File: config.mk
export PLATFORM = sky130hd
export DESIGN_NAME = sort_rr_out_arbiter
export DESIGN_NICKNAME = d
export VERILOG_FILES = /design/src/rtl/sort_rr_out_arbiter_pkg.sv /design/src/rtl/sort_rr_out_arbiter_rr_pick.sv /design/src/rtl/sort_rr_out_arbiter.sv
export SDC_FILE = /design/constraint.sdc
export NUM_CORES = 1
export LEC_CHECK = 0
export ABC_AREA = 1
export ABC_CLOCK_PERIOD_IN_PS = 7800
export BUFFER_PORTS_ARGS = -buffer_cell sky130_fd_sc_hd__buf_2
export CORE_AREA = 2 2 152 154
export CTS_CLUSTER_SIZE = 8
export DETAILED_ROUTE_END_ITERATION = 8
export DIE_AREA = 0 0 154 156
export HOLD_SLACK_MARGIN = 0.12
export PLACE_DENSITY = 0.63
export SLEW_MARGIN = 20
export SYNTH_ARGS = -nofsm -noshare
export SYNTH_HDL_FRONTEND = slang
export SYNTH_SLANG_ARGS = --single-unit
File: constraint.sdc
create_clock -name clk -period 7.8 [get_ports clk]
set_input_delay 1.56 -clock clk [delete_from_list [all_inputs] [get_ports clk]]
set_output_delay 1.56 -clock clk [all_outputs]
set_load 0.02 [all_outputs]
File: src/rtl/sort_rr_out_arbiter_pkg.sv
// Shared types and constants for the sort-channel output arbiter.
// Build option: define SORT_ARB_BURST_EN to allow up to BURST_MAX beats per grant.
package sort_arb_pkg;

  localparam int N_CH_DEF     = 8;
  localparam int DATASIZE_DEF = 40;

  // Arbiter FSM: IDLE picks a new owner, GRANT lets the owner move beats.
  typedef enum logic {
    IDLE  = 1'b0,
    GRANT = 1'b1
  } state_t;

  // Width of a channel index; a single channel still gets a 1-bit index.
  function automatic int PTR_W(input int n);
    return (n > 1) ? $clog2(n) : 1;
  endfunction

endpackage

File: src/rtl/sort_rr_out_arbiter_rr_pick.sv
// Combinational round-robin picker: first set request bit scanning
// ptr, ptr+1, ... wrapping modulo N_CH. Returns the one-hot winner and its index.
module rr_pick
  import sort_arb_pkg::*;
#(
  parameter int N_CH = N_CH_DEF,
  parameter int PW   = PTR_W(N_CH)
) (
  input  logic [N_CH-1:0] req,
  input  logic [PW-1:0]   ptr,
  output logic [N_CH-1:0] win,
  output logic [PW-1:0]   win_idx,
  output logic            any
);

  // Scan from the pointer; the first requester found wins.
  always_comb begin
    int idx;
    idx     = 0;
    win     = '0;
    win_idx = '0;
    any     = 1'b0;
    for (int k = 0; k < N_CH; k++) begin
      idx = int'(ptr) + k;
      if (idx >= N_CH) idx = idx - N_CH;
      if (!any && req[idx]) begin
        any      = 1'b1;
        win[idx] = 1'b1;
        win_idx  = PW'(idx);
      end
    end
  end

endmodule

File: src/rtl/sort_rr_out_arbiter.sv
// Round-robin valid/ready scheduler that shares one registered output slot
// between N_CH sort channels.
// Build option: SORT_ARB_BURST_EN -- when defined, an owner keeps the grant for
// up to BURST_MAX beats; when undefined every accepted beat releases the grant.
//
// Handshake: a beat moves from channel i when req_valid[i] & req_ready[i] at a
// rising edge; it leaves the output slot when out_valid & out_ready at a rising
// edge. req_valid/out_valid never depend on the matching ready. req_ready is
// combinational from registered state plus out_ready, so the slot accepts a new
// beat in the same cycle the old one is taken downstream.
module sort_rr_out_arbiter
  import sort_arb_pkg::*;
#(
  parameter int N_CH      = N_CH_DEF,
  parameter int DATASIZE  = DATASIZE_DEF,
  parameter int BURST_MAX = 4
) (
  input  logic                     clk,
  input  logic                     rst,
  input  logic [N_CH-1:0]          req_valid,
  input  logic [N_CH*DATASIZE-1:0] req_data,
  output logic [N_CH-1:0]          req_ready,
  output logic [DATASIZE-1:0]      out_data,
  output logic                     out_valid,
  input  logic                     out_ready,
  output logic [N_CH-1:0]          grant,
  output logic                     dbg_state,
  output logic [PTR_W(N_CH)-1:0]   dbg_ptr
);

  localparam int PW = PTR_W(N_CH);

  // Reject a burst length the 8-bit beat counter cannot represent.
  if (BURST_MAX < 1 || BURST_MAX > 255) begin : g_burst_max_range
    $error("sort_rr_out_arbiter: BURST_MAX must be 1..255");
  end

  state_t              state;
  logic [PW-1:0]       ptr;
  logic [PW-1:0]       owner_idx;
  logic [N_CH-1:0]     pick_win;
  logic [PW-1:0]       pick_idx;
  logic                pick_any;
  logic                slot_free;
  logic                xfer;
  logic                owner_valid;
  logic [DATASIZE-1:0] owner_data;
  logic [PW-1:0]       ptr_after;
  logic                last_beat;
  logic                release_now;

  rr_pick #(
    .N_CH (N_CH),
    .PW   (PW)
  ) u_pick (
    .req     (req_valid),
    .ptr     (ptr),
    .win     (pick_win),
    .win_idx (pick_idx),
    .any     (pick_any)
  );

  assign slot_free   = !out_valid || out_ready;
  assign req_ready   = (state == GRANT && slot_free) ? grant : '0;
  assign xfer        = |(req_valid & req_ready);
  assign owner_valid = req_valid[owner_idx];
  assign owner_data  = req_data[int'(owner_idx)*DATASIZE +: DATASIZE];
  assign ptr_after   = (owner_idx == PW'(N_CH-1)) ? '0 : owner_idx + 1'b1;

`ifdef SORT_ARB_BURST_EN
  logic [7:0] beat_cnt;
  assign last_beat = ({1'b0, beat_cnt} + 9'd1) == 9'(BURST_MAX);
`else
  assign last_beat = 1'b1;
`endif

  // Backpressure alone never releases: only a final beat or a withdrawn request.
  assign release_now = (xfer && last_beat) || (!xfer && !owner_valid);

  assign dbg_state = state;
  assign dbg_ptr   = ptr;

  // Arbitration FSM: grant, owner index, round-robin pointer and beat count.
  always_ff @(posedge clk) begin
    if (rst) begin
      state     <= IDLE;
      grant     <= '0;
      ptr       <= '0;
      owner_idx <= '0;
`ifdef SORT_ARB_BURST_EN
      beat_cnt  <= '0;
`endif
    end else begin
      case (state)
        IDLE: begin
          if (pick_any) begin
            grant     <= pick_win;
            owner_idx <= pick_idx;
`ifdef SORT_ARB_BURST_EN
            beat_cnt  <= '0;
`endif
            state     <= GRANT;
          end
        end
        GRANT: begin
          if (release_now) begin
            grant <= '0;
            ptr   <= ptr_after;
            state <= IDLE;
          end
`ifdef SORT_ARB_BURST_EN
          else if (xfer) begin
            beat_cnt <= beat_cnt + 8'd1;
          end
`endif
        end
        default: begin
          grant <= '0;
          state <= IDLE;
        end
      endcase
    end
  end

  // Output slot: load on transfer, empty when taken, hold while stalled.
  always_ff @(posedge clk) begin
    if (rst) begin
      out_valid <= 1'b0;
      out_data  <= '0;
    end else if (xfer) begin
      out_valid <= 1'b1;
      out_data  <= owner_data;
    end else if (out_ready) begin
      out_valid <= 1'b0;
    end
  end

endmodule

Word-level counts from Yosys, hierarchy flattened --
Index checks and enable logic that the tools add are counted.
Storage, ports and cells: flip-flop bits (word level) 56, latch bits 0, RAM bits 0, memory bits (read-only) 0, input port bits 331, output and inout port bits 61, word-level logic and storage cells 179, memories 0
Operators by class: add/subtract/negate cells 16, multipliers 1, divide/modulo/power cells 0, order comparisons 25, equality and inequality tests 3, shift operators 1, muxes and demuxes 84, bitwise logic cells 9, reductions and logical operators 34
Operators by type and width (count):
- $shiftx 320x10->40 | 1
- $ge 32x1->1 const B | 8
- $lt 32x5->1 const B | 8
- $mux 32 | 8
- $ge 32x5->1 const B | 7
- $sub 32x5->32 const B | 7
- $mux 8 | 11
- $or 8x8->8 | 7
- $mux 1 | 37
- $bmux 1 s3 | 9
- $mux 3 | 9
- $demux 1 s3 | 8
- $logic_and 1x1->1 | 17
- $add 3x3->4 const B | 4
- $pmux 8 s2 | 1
- $logic_not 1->1 | 10
- $add 3x2->4 const B | 2
- $and 8x8->8 | 1
- $reduce_or 8->1 | 1
- $mul 3x3->6 const B | 1
- $reduce_and 2->1 | 3
- $sub 3x4->5 const B | 1
- $add 3x1->4 const B | 1
- $ge 3x4->1 const B | 1
- 9 further kinds | 10

Depth between registers and ports, before layout --
word-level depth 29, gate-level depth with buffers 18, gate-level depth less buffers 16

Hierarchy --
From an unflattened synthesis, not the netlist that was laid out.
Unflattened totals: cells, all modules 1141, area, all modules 6411.1 µm²
Modules (own cells, without submodules):
- sort_rr_out_arbiter | instances 1, cells each 834, area each 4850.9 µm², seq. area each 1121.1 µm²
- rr_pick | instances 1, cells each 307, area each 1560.2 µm², seq. area each 0.0 µm²

Least setup slack after synthesis --
OpenSTA, ideal clock, no wires.
path type input -> output, start point in out_ready, end point out req_ready[5], data arrival time 2.106 ns, required time 6.240 ns, path slack 4.134 ns, stages on the path 4, path buffers 0, path through inv_1 -> nand2_1 -> nand2_2 -> nor2_1
On the way: word-level cells in the longest chain between the ends 3
Ends and longest elaborated chain:
- start, declared | RTL line sort_rr_out_arbiter.sv:25 | input logic out_ready,
- $logic_or 1x1->1 | RTL line sort_rr_out_arbiter.sv:63 | assign slot_free = !out_valid || out_ready;
- $logic_and 1x1->1 | RTL line sort_rr_out_arbiter.sv:64 | assign req_ready = (state == GRANT && slot_free) ? grant : '0;
- $mux 8 | RTL line sort_rr_out_arbiter.sv:64
- end, declared | RTL line sort_rr_out_arbiter.sv:22 | output logic [N_CH-1:0] req_ready,
No other way between the ends.

Final worst setup path --
start point reg ptr[1], in the netlist dbg_ptr[1], end point reg grant[2]
On the way: word-level cells in the longest chain between the ends 29, elaborated cells between the ends (all ways) 136, those cells by class add/sub: 15; order compare: 24; eq/ne: 1; mux: 66; bitwise: 7; reduce/logical: 23
Ends and longest elaborated chain:
- start, declared | RTL line sort_rr_out_arbiter.sv:39 | logic [PW-1:0] ptr;
- start signal, assigned | RTL line sort_rr_out_arbiter.sv:108 | ptr <= ptr_after;
- parallel branches: the longest is 29 deep, another holds $sub 32x5->32
- end signal, assigned | RTL line sort_rr_out_arbiter.sv:97 | grant <= pick_win;
- end, declared | RTL line sort_rr_out_arbiter.sv:26 | output logic [N_CH-1:0] grant,
Parallel ways; which one is timed is not known. The select of a mux whose other input is x is not followed. A chain may end at the register's enable or synchronous reset.

==> summary.txt <==
Status
  – Status: completed

Power
  – VDD IR max: 0.000124 V
  – Power Total: 2.91 mW
  – Power Density: 350 nW/um^2
  – LEAKAGE: 4.09 nW

Logic synthesis
  – Synth Instances: 1133
  – Yosys cell types: 34
  – Synth Warn #: 0
  – Register area share after synthesis: 18.2%
  – Syn avg cell area: 5.43 sq um
  – Cell Area, Synth: 6150 sq um
  – Syn_nets: 1474
  – #FFs+latches synth: 56

Setup path
  – R2R depth: 15
  – R2R Path End: grant[2]
  – Worst flop-to-flop path startpoint: dbg_ptr[1]
  – Max FO, Critical Path: 16
  – Crit Path Class: reg -> reg
  – Startpoint Class: register
  – WP data required: 8.03 ns
  – CP Capture Type: register
  – Critical path data arrival time: 4.19 ns
  – Reg2reg setup slack: 3.85 ns

Floorplan
  – Number of top-level pins: 392
  – Die width: 154 microns
  – Die height: 156 microns
  – Die area: 24000 sq um
  – Starting Density: 27.5%
  – Area of the core: 22400 sq um
  – Placement Rows: 55

Cells and area
  – Area Overhead vs Synth: 35.2%
  – Nets: 1790
  – Most common library cell in the layout ignoring fill and taps: buf_2
  – Most frequent cells in the layout: buf_2 (391), nor2_1 (217), nand2_1 (214)
  – FF/Latch Area: 1130 sq um
  – FILL cells: 2567
  – Multi-input gate area: 4440 sq um
  – Fraction of layout cells with a size suffix above 1: 30.6%

Timing
  – Fin crit share: 50.7%
  – Max-slew headroom: 31.2%
  – Fmax: 253 MHz
  – Setup Viol. Count Final: 0
  – Final Critical Period: 3.95 ns
  – Final hold vios: 0
  – Setup Total Neg Slack: 0 ns
  – Final Slew Violations: 0
  – Setup Skew: 0.00989 ns
  – Worst-Margin Slew: 1.03 ns
  – RSZ-0062 raised after global routing: false

GRT
  – Initial antenna violation count: 11
  – Total GRT Usage: 26.5%
  – Pin count of the biggest net entering global routing: 91
  – Vias in the first global route: 8259
  – Global-route wire length before repair: 49.1 mm
  – Global route overflow: 0

Clocking
  – CTS resizes: 0
  – Htree depth: 2
  – Post-CTS Repair Setup Buffers: 0
  – CTS Hold Buffers Added: 0
  – Clk_lat worst skew: 0.31 ns
  – Maximum clock insertion buffer count: 2
  – Sink Count: 56
  – TritonCTS Buffers: 5
  – CTS root buffer: clkbuf_16
  – Clock-pin slew on the worst setup and hold paths: 0.08 ns
  – CTS tree: done

Route
  – WL met2: 15.9 mm
  – Post-DRT Antenna Nets: 0
  – Total Routed Length: 33.9 mm
  – Drt first-iter violations: 908
  – Wire per inst: 19.5 microns
  – DRT Pass-1 Iters: 5
  – Top sig layer: met5
  – Met3 WL post-DR: 2.96 mm
  – DRT met1 WL: 14.1 mm
  – Via/cell ratio: 5.38
  – Detailed-route via count: 9377
  – Drt drc: 0

Hold path
  – Hold path cells: 2
  – Hold endpoint: out_data[37]
  – Worst Hold Class: reg -> reg
  – Hold_sp: out_data[37]

Run
  – Number of max-cap violations: 0

Placement
  – Placer congestion estimate: 0.958
  – Port bufs: 391
  – DP Wirelength: 26.2 mm
-- stage by stage --
| stage | util (%) | setup slack (ns) | std cells | hold WS [ns] | cell area [sq um] |
|---|---|---|---|---|---|
| floorplan | - | 4.13 | 1133 | 0.562 | 6150 |
| global placement | 36.5 | 3.90 | 1727 | 0.476 | 8160 |
| detailed placement | 36.5 | 3.84 | 1727 | 0.479 | 8160 |
| CTS | 37.1 | 3.93 | 1735 | 0.490 | 8300 |
| global route | 37.2 | 3.40 | 1741 | 0.515 | 8310 |
| finish | 37.2 | 3.85 | 1743 | 0.491 | 8320 |
-- power by group --
part / switching, mW / internal (mW)
Sequential: 0.173 / 0.412
Combinational: 1.48 / 0.606
Clock: 0.119 / 0.120
Total: 1.77 / 1.14
-- cells by family (layout without fill, tap and decap cells) --
kind of cell	count (synthesis)	after routing	synth area share, %
DFF	56	56	18.2
adders and majority gates	10	10	2.04
other	0	8	0
AOI/OAI and AO/OA	343	343	30.3
and+or+nand+nor	579	579	39.8
buffers and inverters	145	462	9.63
-- cell usage after synthesis --
master,count,area share [%]
a22o_1,1,0.14
a311oi_1,10,1.4
nor2_4,2,0.37
buf_1,7,0.43
nand3b_1,2,0.24
nand2_4,2,0.37
nand2_2,7,0.71
inv_1,42,2.6
buf_6,4,0.73
nand3_1,90,7.3
a221oi_1,1,0.14
a21oi_1,59,4.8
buf_4,2,0.24
nand2_1,215,13
ha_1,10,2.0
o21ai_1,1,0.081
a31oi_1,30,3.1
nor3_1,18,1.5
dfxtp_1,56,18
inv_2,8,0.49
clkbuf_1,71,4.3
nand4_2,1,0.20
nor2_2,8,0.81
nand4_1,12,1.2
nor2_1,217,13
o211ai_1,2,0.24
o22ai_1,40,4.1
o21ai_0,197,16
a211oi_1,1,0.12
or2_1,1,0.10
clkinv_1,3,0.18
nand3_2,4,0.65
buf_2,8,0.65
o2111ai_1,1,0.14
-- sequential cells by signal (all words and copies together) (netlist names) --
signal	count
out_valid	1
out_data	40
dbg_ptr	3
owner_idx	3
dbg_state	1
grant	8
-- worst max-delay path, stage by stage (launching register included) --
cell     delay [ns]
dfxtp_1        0.64
inv_1          0.33
ha_1           0.52
inv_1          0.46
nand3_1        0.23
nand2_1        0.12
nand2_1        0.06
nand2_1        0.12
nand3_1        0.16
nor2_2         0.40
nand3_2        0.36
nor2_1         0.18
nor2_1         0.06
nand3_1        0.06
nand2_1        0.06
a21oi_1        0.12
-- per-layer routing --
layer	GRT usage, %	up-vias
met3	5.67	58
li1	-	4501
met5	0	-
met1	35.0	4333
met2	42.9	483
met4	9.03	2
-- worst max-delay path by stage --
stage / depth (start not counted) / startpoint / endpoint
detailed placement: 14 / req_valid[5] / grant[2]
floorplan: 4 / out_ready / req_ready[5]
global route: 15 / dbg_ptr[1] / grant[2]
global placement: 15 / out_ready / dbg_ptr[0]
finish: 15 / dbg_ptr[1] / grant[2]
CTS: 15 / dbg_ptr[1] / grant[2]
-- cell type report --
class,count,area share (%)
multi-input cells,932,53.4
repair buffers,401,24.4
flip-flops and latches,56,13.6
well taps,285,4.29
inverters,53,2.42
clock buffers,7,1.59
diodes,8,0.241
clock inverters,1,0.0602
(Power assumes the default switching activity.)
